<file path="config.mk">
export PLATFORM = sky130hd
export DESIGN_NAME = ps2_host_tx_flat
export DESIGN_NICKNAME = d
export VERILOG_FILES = /design/src/rtl/ps2_host_tx_if.sv /design/src/rtl/ps2_host_tx.sv /design/src/flat_wrapper.sv
export SDC_FILE = /design/constraint.sdc
export NUM_CORES = 1
export LEC_CHECK = 0
export CAP_MARGIN = 20
export CORE_ASPECT_RATIO = 0.8
export CORE_MARGIN = 5
export CORE_UTILIZATION = 46
export DETAILED_ROUTE_END_ITERATION = 16
export SETUP_SLACK_MARGIN = 0.2
export SLEW_MARGIN = 20
export SYNTH_ARGS = -nofsm -noshare
export SYNTH_HDL_FRONTEND = slang
export SYNTH_SLANG_ARGS = --single-unit
</file>
<file path="constraint.sdc">
create_clock -name clk -period 3.05 [get_ports clk]
set_input_delay 0.61 -clock clk [delete_from_list [all_inputs] [get_ports clk]]
set_output_delay 0.61 -clock clk [all_outputs]
set_load 0.03 [all_outputs]
</file>
<file path="src/rtl/ps2_host_tx_if.sv">
// Host-side PS/2 transmit bundle: command handshake, raw line levels and open-drain enables.
// The requester (master) drives the command and line levels; the transmitter (slave) drives status.
interface ps2_host_tx_if;
    logic [7:0] tx_data;
    logic       tx_valid;
    logic       tx_ready;
    logic       ps2_clk_in;
    logic       ps2_data_in;
    logic       ps2_clk_oe;
    logic       ps2_data_oe;
    logic       busy;
    logic       done;
    logic       ack_err;
    logic       timeout;

    modport master (
        output tx_data, tx_valid, ps2_clk_in, ps2_data_in,
        input  tx_ready, ps2_clk_oe, ps2_data_oe, busy, done, ack_err, timeout
    );

    modport slave (
        input  tx_data, tx_valid, ps2_clk_in, ps2_data_in,
        output tx_ready, ps2_clk_oe, ps2_data_oe, busy, done, ack_err, timeout
    );
endinterface

</file>
<file path="src/rtl/ps2_host_tx.sv">
// PS/2 host-to-device command transmitter: inhibit, request-to-send, 10 device-clocked bits,
// ACK sample and bus-idle wait, guarded by a watchdog. All outputs are registered.
module ps2_host_tx #(
    parameter int unsigned INHIBIT_CYCLES = 12000,
    parameter int unsigned FILTER_LEN     = 8,
    parameter int unsigned TIMEOUT_CYCLES = 2000000
) (
    input logic          clk,
    input logic          rst,
    ps2_host_tx_if.slave bus
);

    localparam int unsigned CntMax = (INHIBIT_CYCLES > TIMEOUT_CYCLES) ? INHIBIT_CYCLES
                                                                       : TIMEOUT_CYCLES;
    localparam int unsigned CntW   = $clog2(CntMax + 1);
    localparam int unsigned FltW   = $clog2(FILTER_LEN + 1);
    localparam logic [CntW-1:0] InhLast = CntW'(INHIBIT_CYCLES - 1);
    localparam logic [CntW-1:0] WdLast  = CntW'(TIMEOUT_CYCLES - 1);
    localparam logic [FltW-1:0] FltLast = FltW'(FILTER_LEN - 1);

    typedef enum logic [2:0] {
        StIdle,
        StInhibit,
        StReq,
        StBits,
        StAck,
        StWaitIdle
    } state_e;

    state_e          state_q, state_d;
    logic [1:0]      clk_sync_q, data_sync_q;
    logic            filt_q, filt_d;
    logic [FltW-1:0] flt_cnt_q, flt_cnt_d;
    logic [CntW-1:0] cnt_q, cnt_d;
    logic [3:0]      n_q, n_d;
    logic [8:0]      shift_q, shift_d;
    logic            ack_bad_q, ack_bad_d;
    logic            clk_oe_q, clk_oe_d;
    logic            data_oe_q, data_oe_d;
    logic            busy_q, busy_d;
    logic            ready_q, ready_d;
    logic            done_q, done_d;
    logic            ack_err_q, ack_err_d;
    logic            timeout_q, timeout_d;
    logic            clk_s, data_s, fe, wd_hit;
    logic [3:0]      bit_idx;

    assign clk_s  = clk_sync_q[1];
    assign data_s = data_sync_q[1];

    // The filtered level only moves after FILTER_LEN consecutive disagreeing samples.
    always_comb begin
        filt_d    = filt_q;
        flt_cnt_d = '0;
        if (clk_s != filt_q) begin
            if (flt_cnt_q == FltLast) begin
                filt_d = clk_s;
            end else begin
                flt_cnt_d = flt_cnt_q + FltW'(1);
            end
        end
    end

    assign fe     = filt_q & ~filt_d;
    assign wd_hit = (state_q inside {StReq, StBits, StAck, StWaitIdle}) && (cnt_q == WdLast);

    always_comb begin
        state_d   = state_q;
        cnt_d     = cnt_q;
        n_d       = n_q;
        shift_d   = shift_q;
        ack_bad_d = ack_bad_q;
        done_d    = 1'b0;
        ack_err_d = 1'b0;
        timeout_d = 1'b0;

        unique case (state_q)
            StIdle: begin
                if (bus.tx_valid) begin
                    shift_d = {~^bus.tx_data, bus.tx_data};
                    cnt_d   = '0;
                    state_d = StInhibit;
                end
            end
            StInhibit: begin
                if (cnt_q == InhLast) begin
                    cnt_d   = '0;
                    state_d = StReq;
                end else begin
                    cnt_d = cnt_q + CntW'(1);
                end
            end
            StReq: begin
                cnt_d   = cnt_q + CntW'(1);
                n_d     = '0;
                state_d = StBits;
            end
            StBits: begin
                cnt_d = cnt_q + CntW'(1);
                if (fe) begin
                    n_d = n_q + 4'd1;
                    if (n_q == 4'd9) begin
                        state_d = StAck;
                    end
                end
            end
            StAck: begin
                cnt_d = cnt_q + CntW'(1);
                if (fe) begin
                    ack_bad_d = data_s;
                    state_d   = StWaitIdle;
                end
            end
            StWaitIdle: begin
                cnt_d = cnt_q + CntW'(1);
                if (clk_s && data_s) begin
                    done_d    = ~ack_bad_q;
                    ack_err_d = ack_bad_q;
                    state_d   = StIdle;
                end
            end
            default: state_d = StIdle;
        endcase

        // Watchdog overrides every other transition and suppresses done/ack_err.
        if (wd_hit) begin
            state_d   = StIdle;
            done_d    = 1'b0;
            ack_err_d = 1'b0;
            timeout_d = 1'b1;
        end
    end

    // Outputs are derived from the next state so the registered value matches the state.
    always_comb begin
        bit_idx   = n_d - 4'd1;
        clk_oe_d  = (state_d == StInhibit);
        busy_d    = (state_d != StIdle);
        ready_d   = (state_d == StIdle);
        data_oe_d = 1'b0;
        unique case (state_d)
            StInhibit: data_oe_d = (cnt_d == InhLast);
            StReq:     data_oe_d = 1'b1;
            StBits: begin
                if (n_d == 4'd0) begin
                    data_oe_d = 1'b1;
                end else if (n_d <= 4'd9) begin
                    data_oe_d = ~shift_q[bit_idx];
                end
            end
            default:   data_oe_d = 1'b0;
        endcase
    end

    always_ff @(posedge clk) begin
        if (rst) begin
            state_q     <= StIdle;
            clk_sync_q  <= 2'b11;
            data_sync_q <= 2'b11;
            filt_q      <= 1'b1;
            flt_cnt_q   <= '0;
            cnt_q       <= '0;
            n_q         <= '0;
            shift_q     <= '0;
            ack_bad_q   <= 1'b0;
            clk_oe_q    <= 1'b0;
            data_oe_q   <= 1'b0;
            busy_q      <= 1'b0;
            ready_q     <= 1'b1;
            done_q      <= 1'b0;
            ack_err_q   <= 1'b0;
            timeout_q   <= 1'b0;
        end else begin
            state_q     <= state_d;
            clk_sync_q  <= {clk_sync_q[0], bus.ps2_clk_in};
            data_sync_q <= {data_sync_q[0], bus.ps2_data_in};
            filt_q      <= filt_d;
            flt_cnt_q   <= flt_cnt_d;
            cnt_q       <= cnt_d;
            n_q         <= n_d;
            shift_q     <= shift_d;
            ack_bad_q   <= ack_bad_d;
            clk_oe_q    <= clk_oe_d;
            data_oe_q   <= data_oe_d;
            busy_q      <= busy_d;
            ready_q     <= ready_d;
            done_q      <= done_d;
            ack_err_q   <= ack_err_d;
            timeout_q   <= timeout_d;
        end
    end

    assign bus.tx_ready    = ready_q;
    assign bus.ps2_clk_oe  = clk_oe_q;
    assign bus.ps2_data_oe = data_oe_q;
    assign bus.busy        = busy_q;
    assign bus.done        = done_q;
    assign bus.ack_err     = ack_err_q;
    assign bus.timeout     = timeout_q;

endmodule

</file>
<file path="src/flat_wrapper.sv">
// flat-port wrapper written by rule: the top's interface ports become plain ports
module ps2_host_tx_flat 
#(
    parameter int unsigned INHIBIT_CYCLES = 12000,
    parameter int unsigned FILTER_LEN     = 8,
    parameter int unsigned TIMEOUT_CYCLES = 2000000
)
  (clk, rst, bus_tx_data, bus_tx_valid, bus_ps2_clk_in, bus_ps2_data_in, bus_tx_ready, bus_ps2_clk_oe, bus_ps2_data_oe, bus_busy, bus_done, bus_ack_err, bus_timeout);
  ps2_host_tx_if bus_i ();
  input logic clk;
  input logic rst;
  input wire logic [$bits(bus_i.tx_data)-1:0] bus_tx_data;
  input wire logic [$bits(bus_i.tx_valid)-1:0] bus_tx_valid;
  input wire logic [$bits(bus_i.ps2_clk_in)-1:0] bus_ps2_clk_in;
  input wire logic [$bits(bus_i.ps2_data_in)-1:0] bus_ps2_data_in;
  output wire logic [$bits(bus_i.tx_ready)-1:0] bus_tx_ready;
  output wire logic [$bits(bus_i.ps2_clk_oe)-1:0] bus_ps2_clk_oe;
  output wire logic [$bits(bus_i.ps2_data_oe)-1:0] bus_ps2_data_oe;
  output wire logic [$bits(bus_i.busy)-1:0] bus_busy;
  output wire logic [$bits(bus_i.done)-1:0] bus_done;
  output wire logic [$bits(bus_i.ack_err)-1:0] bus_ack_err;
  output wire logic [$bits(bus_i.timeout)-1:0] bus_timeout;
  assign bus_i.tx_data = bus_tx_data;
  assign bus_i.tx_valid = bus_tx_valid;
  assign bus_i.ps2_clk_in = bus_ps2_clk_in;
  assign bus_i.ps2_data_in = bus_ps2_data_in;
  assign bus_tx_ready = bus_i.tx_ready;
  assign bus_ps2_clk_oe = bus_i.ps2_clk_oe;
  assign bus_ps2_data_oe = bus_i.ps2_data_oe;
  assign bus_busy = bus_i.busy;
  assign bus_done = bus_i.done;
  assign bus_ack_err = bus_i.ack_err;
  assign bus_timeout = bus_i.timeout;
  ps2_host_tx #(.INHIBIT_CYCLES(INHIBIT_CYCLES), .FILTER_LEN(FILTER_LEN), .TIMEOUT_CYCLES(TIMEOUT_CYCLES)) u_core (.clk(clk), .rst(rst), .bus(bus_i));
endmodule
</file>
==> key figures, run 1 <==
Global routing
  • Vias in the first global route: 2628
  • Largest net degree at the start of global routing: 47
  • Global-route wire length before repair: 13400 um
  • Initial antenna violation count: 0
  • GR Overflow Total: 0
  • GRT Total Usage: 20.1%

Power and ir drop
  • Switching power: 342 uW
  • Pint: 980 uW
  • Sw Share: approximately 26%
  • LEAKAGE: 1.33 nW
  • Clock network fraction of total power: 31.6%
  • Sequential Power Share: approximately 56%
  • Combinational Power Share: approximately an eighth
  • Peak supply drop: 0.000223 V
  • PwrDens: ~370 nW/um2

Run status
  • Status: finished clean

Critical path
  • CP startpoint kind: flop
  • R2R cell count: 12
  • Setup Crit Path Kind: flop to flop
  • FF-to-FF Start: u_core.flt_cnt_q[0]$_SDFF_PP0_
  • Critical Path RT: 3250 ps
  • Worst R2R End: u_core.bus.ps2_data_oe$_SDFF_PP0_
  • Worst Path Arrival: 2970 ps
  • CP endpoint kind: flop
  • CP Max Fanout: 4
  • R2R Setup Slk: 290 ps
  • Crit path launch: u_core.flt_cnt_q[0]$_SDFF_PP0_

Hold path
  • Hold endpoint: u_core.flt_cnt_q[0]$_SDFF_PP0_
  • Hold Path Class: flop to flop
  • WHS Path Cells: 1
  • Worst Min Path Start: u_core.flt_cnt_q[0]$_SDFF_PP0_

Layout
  • Antenna Cells: 0
  • Register area: 1080 um2
  • Fin nets: 432
  • P&R area growth vs syn: 17.1%
  • Fill cells: ~630
  • Fraction of layout cells with a size suffix above 1: 14.0%
  • Multi-input gate area: 1870 um2

Flow run
  • Max Cap Viol: 0

Synthesis
  • Post-Synthesis Cells: roughly 390
  • Top FF cell, synth: dfxtp_1
  • Area share of fa/ha/maj cells after synthesis: 2.47%
  • Mapped cell area: 3040 um2
  • Main combinational cell family by area after synthesis: simple AND/OR/NAND/NOR gates
  • Synth top area share: 35.5%
  • EDFF count, synth: 0
  • Register area share after synthesis: 35.5%
  • Post-synthesis async set-or-reset flop share: 0%
  • Post-synth top area cell: dfxtp_1
  • Post-synthesis simple-gate area fraction: 32.7%
  • Top post-synthesis cells by area: dfxtp_1 36%, nand2_1 6.2%, nor2_1 4.8%, a21oi_1 4.6%, nor3_1 3.0%
  • Syn Nets: 407
  • Mux cell area share after synthesis: 2.47%
  • Avg Inst Size Synth: 7.84 um2
  • Synth Warn #: 0
  • Netlist cell types: 61
  • Post-synthesis compound-gate area fraction: about a fifth
  • Yosys reg bits: 54
  • Post-Synth XOR/XNOR Area: 3.17%

Floorplan
  • Die Y: between 80 and 90 um
  • Die X: 101 um
  • Core Area: 6410 um2
  • Ports: 20
  • Row count: 26
  • Initial Util: a little under half
  • Die area: approximately 8400 um2

Route
  • Avg WL per Cell: 16.1 um
  • Top Metal Used: met4
  • Via count: ~2.9k
  • Met1 wire length: 4070 um
  • Met2 wire length: 3350 um
  • Routed Wire Length: 8010 um
  • Vias per inst: 5.80
  • Routed Antenna Nets: 0
  • Total iterations of the first detailed-routing run: 4
  • Met3 wire len: 485 um
  • Iteration-0 DRC Markers: 167
  • Residual DRC: 0

Timing
  • Final setup vio count: 0
  • Min Hold Slack: 424 ps
  • Max-slew headroom: between 40% and 50%
  • TNS Setup: 0 ps
  • Clock Skew: between 9 and 10 ps
  • Final period utilization: between 90% and 100%
  • Actual slew at the worst max-slew pin: roughly 800 ps
  • Period minus WS final: 2760 ps
  • Max-slew violations: 0
  • Achievable clock frequency: 0.362 GHz
  • Final hold vios: 0
  • RSZ-0062 raised after global routing: no

Clocking
  • Reg clk slew, reported paths: around 90 ps
  • CTS buffer count: 5
  • Worst-Skew Late Latency: 310 ps
  • CTS H-tree depth: 2
  • CTS sink cnt: 54
  • CTS tree: yes
  • Root Buffer: clkbuf_8
  • Hold buffers post-CTS: 0
  • Max clock buf depth: 2

Place
  • Buffers added on ports: 19
  • Routability cong.: 0.892
  • Dpl hpwl: 5740 um
-- cell usage after synthesis, types with 2 or more instances --
master    instances
nand4b_1          3
and3_1           12
a221oi_1          2
xnor2_1          10
buf_6             2
o21ai_0          13
a41oi_1           2
a31oi_1           6
mux2i_1           3
nand3_1          10
inv_2             2
ha_1              6
o22ai_1           2
or4_4             3
nand4_1           7
and2_1            7
inv_1             6
nor2_1           39
a21o_1            3
nand3b_1          2
nor2b_1           8
o21a_1            2
nand2b_1          5
o211a_1           3
o21ai_1           6
or3_1             3
nor3_1           18
a21oi_1          28
and4_1            2
mux4_2            2
clkbuf_1         17
a211oi_1          3
buf_2             6
dfxtp_1          54
or2_2             4
a311oi_1          3
nand2_1          50
nor4_1           11
-- critical path, stage by stage, from the launching register on --
cell and delay, ps:
dfxtp_2 350, ha_2 190, nand3b_1 170, buf_6 180, nor2_4 110, o21ai_0 90, a22oi_1 210, ha_1 300
mux4_2 250, nand2_1 60, a2111oi_1 450, nor4_1 80, a41o_1 210
-- kinds of logic (layout without fill, tap and decap cells) --
group | after synthesis | count (layout)
simple gates | 191 | 191
xor+xnor | 11 | 11
buf+inv | 34 | 60
fa+ha+maj | 6 | 6
mux | 5 | 5
flops | 54 | 54
compound gates | 87 | 87
-- placed cells by master (no fill, tap or decap), types with 4 or more instances in the layout --
cell             netlist  routed
a21oi_1               28      28
a31oi_1                6       6
and2_1                 7       7
and3_1                12      12
buf_4                  0      24
clkbuf_8               0       6
clkdlybuf4s50_1        0      19
dfxtp_1               54      51
ha_1                   6       4
inv_1                  6       6
nand2_1               50      50
nand2b_1               5       5
nand3_1               10      10
nand4_1                7       7
nor2_1                39      38
nor2b_1                8       8
nor3_1                18      17
nor4_1                11      10
o21ai_0               13      12
o21ai_1                6       7
or2_2                  4       4
xnor2_1               10      10
-- timing repair --
action	CTS	global route
resized for setup	3	15
setup endpoints to repair	1	1
setup buffers	0	4
pin swaps	0	8
-- layout make-up --
class | instances | area share [%]
Multi-Input combinational cell | 300 | 52.5
Clock buffer | 7 | 2.42
Sequential cell | 54 | 30.5
Inverter | 8 | 0.843
Timing Repair Buffer | 44 | 10.7
Tap cell | 84 | 2.95
Clock inverter | 1 | 0.140
-- worst max-delay path by stage --
stage                                              endpoint  slack (ps)  depth (start not counted)
final                     u_core.bus.ps2_data_oe$_SDFF_PP0_         290                         12
after global routing      u_core.bus.ps2_data_oe$_SDFF_PP0_         150                          9
after CTS                 u_core.bus.ps2_data_oe$_SDFF_PP0_         210                          9
after detailed placement  u_core.bus.ps2_data_oe$_SDFF_PP0_          60                          9
after global placement    u_core.bus.ps2_data_oe$_SDFF_PP0_         110                          9
after floorplan           u_core.bus.ps2_data_oe$_SDFF_PP0_         370                         13
-- power groups by stage --
stage	Sequential (mW)	Combinational (mW)	Clock, mW
3_3_place_gp	0.751	0.160	0
4_1_cts	0.736	0.163	0.438
2_1_floorplan	0.753	0.105	0
5_1_grt	0.739	0.185	0.458
6_report	0.736	0.168	0.418
3_5_place_dp	0.752	0.162	0
-- flip-flops by register name (all words and copies together), names as in the netlist --
name and flops:
u_core.ack_bad_q 1, u_core.bus.ack_err 1, u_core.bus.busy 1, u_core.bus.done 1, u_core.bus.ps2_clk_oe 1, u_core.bus.ps2_data_oe 1
u_core.bus.timeout 1, u_core.bus.tx_ready 1, u_core.clk_sync_q 2, u_core.cnt_q 21, u_core.data_sync_q 2, u_core.filt_q 1
u_core.flt_cnt_q 4, u_core.n_q 4, u_core.shift_q 9, u_core.state_q 3
-- routing by layer --
layer / up-vias / global-route usage, %
li1: 1457 / -
met1: 1328 / 29.9
met2: 92 / 30.0
met3: 9 / 3.69
met4: 0 / 4.52
met5: - / 0
-- stage by stage --
stage / std cells / instance area (um2) / power (mW) / setup slack [ps] / util (%)
finish: 498 / 3560 / 1.32 / 289 / 55.6
global route: 498 / 3560 / 1.38 / 148 / 55.6
CTS: 494 / 3480 / 1.34 / 210 / 54.2
detailed placement: 486 / 3380 / 0.914 / 62.8 / 52.7
global placement: 486 / 3380 / 0.911 / 105 / 52.7
floorplan: 388 / 3040 / 0.858 / 367 / -
Power figures use the tool's default switching activity.
==> run 2: changes to the inputs <==
--- a/config.mk
+++ b/config.mk
@@ -15,3 +15,4 @@
 export SYNTH_ARGS = -nofsm -noshare
 export SYNTH_HDL_FRONTEND = slang
 export SYNTH_SLANG_ARGS = --single-unit
+export TNS_END_PERCENT = 10
==> constraint.sdc (replaced) <==
create_clock -name clk -period 3.05 [get_ports clk]
set_input_delay 0.61 -clock clk [delete_from_list [all_inputs] [get_ports clk]]
set_output_delay 0.61 -clock clk [all_outputs]
set_load 0.005 [all_outputs]
==> results of run 2 <==
The final DEF is identical to that of run 1. Status: finished clean.
Among the figures that moved: total power 1.32 mW -> 1.31 mW; worst IR drop on VDD 0.000223 V -> 0.000213 V
